<file path="src/rtl/log2_round_pipe.sv">
//==============================================================================
// Module      : log2_round_pipe
// Description : Two-stage valid/ready pipeline that rounds an unsigned operand
//               to a power of two (floor, half-up or ceiling) and returns the
//               rounded value, its exponent, a zero flag and a sideband tag.
// Revision    : 1.0 - initial release
//==============================================================================
`timescale 1ns/1ps
`default_nettype none

module log2_round_pipe #(
  parameter int WIDTH      = 16,
  parameter int LOG2_WIDTH = 4
) (
  input  logic                  clk,
  input  logic                  rst_n,
  input  logic                  in_valid,
  output logic                  in_ready,
  input  logic [WIDTH-1:0]      IN,
  input  logic [1:0]            mode,
  input  logic [7:0]            in_tag,
  output logic                  out_valid,
  input  logic                  out_ready,
  output logic [WIDTH:0]        IN_r,
  output logic [LOG2_WIDTH:0]   exp_out,
  output logic                  zero_out,
  output logic [7:0]            out_tag
);

  localparam logic [1:0] c_MODE_FLOOR = 2'b00;
  localparam logic [1:0] c_MODE_CEIL  = 2'b10;

  // Stage 1: raw operand plus the MSB position and zero flag
  logic                  r_s1_valid;
  logic [WIDTH-1:0]      r_s1_in;
  logic [1:0]            r_s1_mode;
  logic [7:0]            r_s1_tag;
  logic [LOG2_WIDTH-1:0] r_s1_k;
  logic                  r_s1_zero;

  // Stage 2: final results, which drive the outputs directly
  logic                  r_s2_valid;
  logic [WIDTH:0]        r_s2_pow;
  logic [LOG2_WIDTH:0]   r_s2_exp;
  logic                  r_s2_zero;
  logic [7:0]            r_s2_tag;

  logic                  w_s2_load;
  logic                  w_s1_adv;
  logic                  w_s1_load;
  logic [LOG2_WIDTH-1:0] w_k;
  logic                  w_zero;
  logic [WIDTH-1:0]      w_low_mask;
  logic [WIDTH-1:0]      w_half_mask;
  logic                  w_any_below;
  logic                  w_half_bit;
  logic                  w_up;
  logic [LOG2_WIDTH:0]   w_exp;
  logic [WIDTH:0]        w_pow;

  // Handshake: S2 frees when empty or drained; S1 frees when empty or moving on.
  // in_ready therefore depends on out_ready but never on in_valid.
  assign w_s2_load = ~r_s2_valid | out_ready;
  assign w_s1_adv  = r_s1_valid & w_s2_load;
  assign in_ready  = ~r_s1_valid | w_s1_adv;
  assign w_s1_load = in_valid & in_ready;

  // Priority encoder: the highest set bit wins because it is visited last
  always_comb begin
    w_k = '0;
    for (int i = 0; i < WIDTH; i++) begin
      if (IN[i]) w_k = LOG2_WIDTH'(i);
    end
  end

  assign w_zero = ~|IN;

  // Bits strictly below the MSB, and the single bit just below it (k-1).
  // For k=0 both masks are empty, so no mode can round up.
  assign w_low_mask  = (WIDTH'(1) << r_s1_k) - WIDTH'(1);
  assign w_half_mask = w_low_mask ^ (w_low_mask >> 1);
  assign w_any_below = |(r_s1_in & w_low_mask);
  assign w_half_bit  = |(r_s1_in & w_half_mask);

  // Rounding decision and result formation from the S1 contents
  always_comb begin
    w_up  = 1'b0;
    w_exp = '0;
    w_pow = '0;
    case (r_s1_mode)
      c_MODE_FLOOR: w_up = 1'b0;
      c_MODE_CEIL:  w_up = w_any_below;
      default:      w_up = w_half_bit;
    endcase
    if (!r_s1_zero) begin
      w_exp = {1'b0, r_s1_k} + {{LOG2_WIDTH{1'b0}}, w_up};
      // Bit WIDTH of the result carries a round-up out of the top position
      w_pow = (WIDTH+1)'(1) << w_exp;
    end
  end

  // Stage 1 register: capture operand and encoder results on an input transfer
  always_ff @(posedge clk or negedge rst_n) begin
    if (!rst_n) begin
      r_s1_valid <= 1'b0;
      r_s1_in    <= '0;
      r_s1_mode  <= '0;
      r_s1_tag   <= '0;
      r_s1_k     <= '0;
      r_s1_zero  <= 1'b0;
    end else begin
      if (in_ready) r_s1_valid <= in_valid;
      if (w_s1_load) begin
        r_s1_in   <= IN;
        r_s1_mode <= mode;
        r_s1_tag  <= in_tag;
        r_s1_k    <= w_k;
        r_s1_zero <= w_zero;
      end
    end
  end

  // Stage 2 register: holds its contents while the consumer stalls
  always_ff @(posedge clk or negedge rst_n) begin
    if (!rst_n) begin
      r_s2_valid <= 1'b0;
      r_s2_pow   <= '0;
      r_s2_exp   <= '0;
      r_s2_zero  <= 1'b0;
      r_s2_tag   <= '0;
    end else begin
      if (w_s2_load) r_s2_valid <= r_s1_valid;
      if (w_s1_adv) begin
        r_s2_pow  <= w_pow;
        r_s2_exp  <= w_exp;
        r_s2_zero <= r_s1_zero;
        r_s2_tag  <= r_s1_tag;
      end
    end
  end

  assign out_valid = r_s2_valid;
  assign IN_r      = r_s2_pow;
  assign exp_out   = r_s2_exp;
  assign zero_out  = r_s2_zero;
  assign out_tag   = r_s2_tag;

endmodule

`default_nettype wire

</file>
<file path="config.mk">
export PLATFORM = sky130hd
export DESIGN_NAME = log2_round_pipe
export DESIGN_NICKNAME = d
export VERILOG_FILES = /design/src/rtl/log2_round_pipe.sv
export SDC_FILE = /design/constraint.sdc
export NUM_CORES = 1
export LEC_CHECK = 0
export CORE_ASPECT_RATIO = 0.5
export CORE_MARGIN = 2
export CORE_UTILIZATION = 63
export DETAILED_ROUTE_END_ITERATION = 16
export DONT_BUFFER_PORTS = 1
export PLACE_DENSITY_LB_ADDON = 0.05
export RECOVER_POWER = 50
export SYNTH_ARGS = -nofsm -noshare
export SYNTH_HDL_FRONTEND = slang
export SYNTH_SLANG_ARGS = --single-unit
</file>
<file path="constraint.sdc">
create_clock -name clk -period 4.8 [get_ports clk]
set_clock_uncertainty 0.2 [all_clocks]
set_input_delay 1.44 -clock clk [delete_from_list [all_inputs] [get_ports clk]]
set_output_delay 1.44 -clock clk [all_outputs]
set_load 0.02 [all_outputs]
</file>
==> results.md <==
Placement:
- The number of buffers inserted by port buffering is 0.
- The half-perimeter wire length after placement is 5.796 mm.
- At the end of routability-driven placement, the weighted congestion stood at 1.029.

Worst setup path:
- Walking the worst path, the cells encountered are or4_4, ha_1, nor2b_1, a21oi_1, o2bb2ai_1, a2111o_1, o32ai_1, a21oi_1, ha_1, ha_1, xor2_1, and2_1, nor2b_1, a32o_1.
- The worst setup path is captured at a flip-flop.
- The launching element type of the critical path is a flip-flop.
- The maximum net fanout on the critical path is 15.
- The critical path class is reg2reg.
- The data required time of the critical path is 4870 ps.
- The worst register-to-register path begins at r_s1_k[3].
- The largest single stage delay on the critical path is 610 ps.
- The cell type with the highest occurrence count on the critical path is sky130_fd_sc_hd__ha_1.
- The internal reg-to-reg setup slack is 300 ps.
- The category of cells accounting for the largest share of critical-path delay is simple AND/OR/NAND/NOR gates.
- The terminus of the critical flop-to-flop path is IN_r[15].
- The cell with the largest stage delay on the worst path is sky130_fd_sc_hd__or4_4.
- Together, buffers and inverters on the worst path number 0.
- Counting cells, the worst reg-to-reg path comes to 14.
- The signal arrival time at the worst endpoint is 4570 ps.

Synth:
- The register area share after synthesis is 0.4737.
- Of the post-synthesis cell area, the dominant cell type holds 0.4737.
- The adder-cell share of the synthesized area is 0.01128.
- Yosys attributes the largest share of cell area to sky130_fd_sc_hd__dfrtp_1 47%, sky130_fd_sc_hd__mux2_2 11%, sky130_fd_sc_hd__nand2_1 3.6%.
- The most common flop cell mapped by yosys is sky130_fd_sc_hd__dfrtp_1.
- The netlist uses 53 different library cells.
- Of the total synthesized cell area, the portion taken by AND, OR, NAND and NOR gates is 0.1530.
- Yosys mapped a number of flops with a built-in enable equal to 0.
- The cell type with the largest total area after synthesis is sky130_fd_sc_hd__dfrtp_1.
- The mux cell area share after synthesis is 0.1173.
- Synthesis inferred 63 register bits.
- The Yosys step of the flow raised 0 warnings.
- Summing every instance area after synthesis gives 0.003328 sq mm.
- The post-synthesis compound-gate area fraction is 0.1970.
- The most instantiated library cell after synthesis is sky130_fd_sc_hd__dfrtp_1.
- The number of nets produced by synthesis is 358.
- For this run, asynchronously set or reset flops after synthesis account for 1.000.
- The mean cell area of the mapped netlist is 10.24 sq um.
- By count the netlist is led by 63 x sky130_fd_sc_hd__dfrtp_1, 32 x sky130_fd_sc_hd__mux2_2, 32 x sky130_fd_sc_hd__nand2_1.
- The cell count after synthesis came out at 325.
- Of the total synthesized cell area, the portion taken by XOR and XNOR cells is 0.01579.
- After synthesis, the largest family of logic cells by area is compound AO/OA/AOI/OAI gates.

Clock network:
- In this run, post-CTS repair resized a total of 0 instances.
- For this design, the sink count on the clock tree is 63.
- The deepest level of the CTS H-tree is 3.
- In this run the deepest clock path goes through 2 buffers.
- The CTS tree is built.
- TritonCTS created 9 clock buffers.
- The buffer count from post-CTS setup fixing is 0.
- At the later pin of the worst-skew pair, clock insertion delay measures 340 ps.
- For this design, the CTS-stage hold fixing added 0 buffers.
- CTS placed an instance of sky130_fd_sc_hd__clkbuf_8 at the clock tree root.
- After clock tree synthesis, the clock-pin slew on the worst setup and hold paths is 70 ps.

STA:
- The post-route minimum period is 4502 ps.
- The final max-slew violation count is 0.
- Setup repair after global routing left no endpoint under its margin.
- At the pin with the least slew margin, the transition time is 525.5 ps.
- The fraction of the cycle the final worst path needs is 0.9380.
- The count of final setup violators is 0.
- In this run the tightest slew margin relative to its limit is 0.6497.
- In the final timing run, aggregate negative setup slack is 0 ps.
- The count of endpoints failing hold in the final timing report is 0.
- The peak clock frequency supported by timing is 222.1 MHz.

Global routing:
- The global route total overflow is 0.
- For this run, the total global-route usage over all layers was measured as 0.2850.
- Entering global routing, the biggest net connects 64 pins.
- The first global-routing pass estimated 13.03 mm of wire.
- The initial antenna violation count is 0.
- The via count of the first global-routing pass is 2,538.

Hold path:
- Counting instances, the worst hold path has a depth of 1.
- The hold path startpoint is r_s1_tag[1].
- The class of the most critical hold timing path is reg2reg.
- The worst hold path terminates at r_s1_tag[1].

Cells and area:
- Counting the fill cells in the layout gives 348.
- The area used by sequential logic in the layout is 0.001577 sq mm.
- The repair_antennas step left the layout with diodes totalling 0.
- The share of post-route cells with drive strength above 1 is 0.1758.
- For this run, the share of the core covered by cells in the final layout is 0.7177.
- From synthesis to final layout, the design area changed by 7.820%.
- The final layout contains 358 nets.
- The area taken by multi-input logic gates is 0.001645 sq mm.

Run:
- Across the run, the number of max-cap violations was 0.

Detailed routing:
- The routed via count is 2,642.
- The iteration-0 DRC count of the detailed router is 251.
- The residual DRC count is 0.
- The first-pass iteration count of the detailed router is 5.
- The count of nets left with antenna violations once routing finished came out at 0.
- Wires add up to 7.989 mm.
- After detailed routing, the number of vias per cell comes to 6.605.
- In the final routed layout, each cell accounts on average for 19.97 um.

Floorplan:
- The initial utilization of the core area, before any placement, comes to 0.6657.
- The y dimension of the die is 55.40 um.
- The count of boundary I/O pins is 63.
- The placeable core region is 0.005000 sq mm.
- The row count is 18.
- The die span in x is 106.8 um.
- The die covers 0.005916 sq mm.

Power and ir drop:
- The leakage power of the design is 0.001489 uW.
- After layout, the design draws a total of 1513 uW.
- The ratio of total power to cell area is 421.7 mW/mm^2.
- The maximum resistive drop on vdd is 0.2321 mV.

Run status:
- The run finished with clean final reports.
worst max-delay path by stage:
stage,startpoint,to,depth (start not counted)
final,r_s1_k[3],IN_r[15],14
after global placement,r_s1_k[3],IN_r[15],14
after global routing,r_s1_k[3],IN_r[15],14
after detailed placement,r_s1_k[3],IN_r[15],14
after CTS,r_s1_k[3],IN_r[15],14
after floorplan,r_s1_k[2],IN_r[15],17
registers in the layout (all words and copies together) (netlist names):
| register | count |
|---|---|
| out_valid | 1 |
| r_s1_k | 4 |
| IN_r | 17 |
| r_s1_valid | 1 |
| r_s1_mode | 2 |
| out_tag | 8 |
| r_s1_in | 15 |
| exp_out | 5 |
| r_s1_zero | 1 |
| r_s1_tag | 8 |
| zero_out | 1 |
layout by cell type, fill, tap and decap left out, drive strengths merged, types with 4 or more instances in the layout:
cell,synthesis,final
clkbuf,16,10
o21ai,17,17
mux2,32,32
a22oi,4,4
a21boi,4,4
nand4,7,7
inv,6,6
buf,4,9
nand3,4,4
clkinv,0,4
nor3,7,7
a21oi,12,12
nor2,19,19
nand2,32,32
a22o,9,9
nor2b,9,9
nand2b,10,10
a32o,6,6
o211ai,4,4
o31ai,6,6
dfrtp,63,63
power breakdown:
part / internal, uW / switching (uW)
logic: 137 / 164
registers: 617 / 151
clock network: 238 / 206
routing by layer:
| layer | vias up | track usage | part of all wire |
|---|---|---|---|
| met4 | 0 | 0.04453 | 0.0046 |
| met5 | - | 0 | 0 |
| li1 | 1208 | - | - |
| met1 | 1292 | 0.4096 | 0.45 |
| met3 | 7 | 0.09563 | 0.098 |
| met2 | 135 | 0.4313 | 0.45 |
layout make-up:
cell class / instances / area share
well taps: 70 / 0.02441
clock inverters: 6 / 0.01709
clock buffers: 10 / 0.03556
repair buffers: 9 / 0.01883
multi-input cells: 236 / 0.4585
inverters: 6 / 0.006276
flip-flops and latches: 63 / 0.4393
logic make-up (layout without fill, tap and decap cells):
logic type | Yosys count | in the layout
DFF | 63 | 63
AOI/OAI and AO/OA | 91 | 91
adders and majority gates | 3 | 3
and+or+nand+nor | 101 | 101
xor gates and xnor gates | 6 | 6
buffers and inverters | 26 | 31
muxes | 35 | 35
through the flow:
step                std cells  instance area [sq um]  hold WS (ps)  setup WS, ps
floorplan                 325                   3328         257.2         842.7
global placement          384                   3400         269.1         498.3
detailed placement        384                   3400         290.4         427.8
CTS                       400                   3588         304.3         405.0
global route              400                   3588         324.9         87.49
finish                    400                   3588         305.7         297.8
No activity file was read; power rests on OpenSTA's default activity.
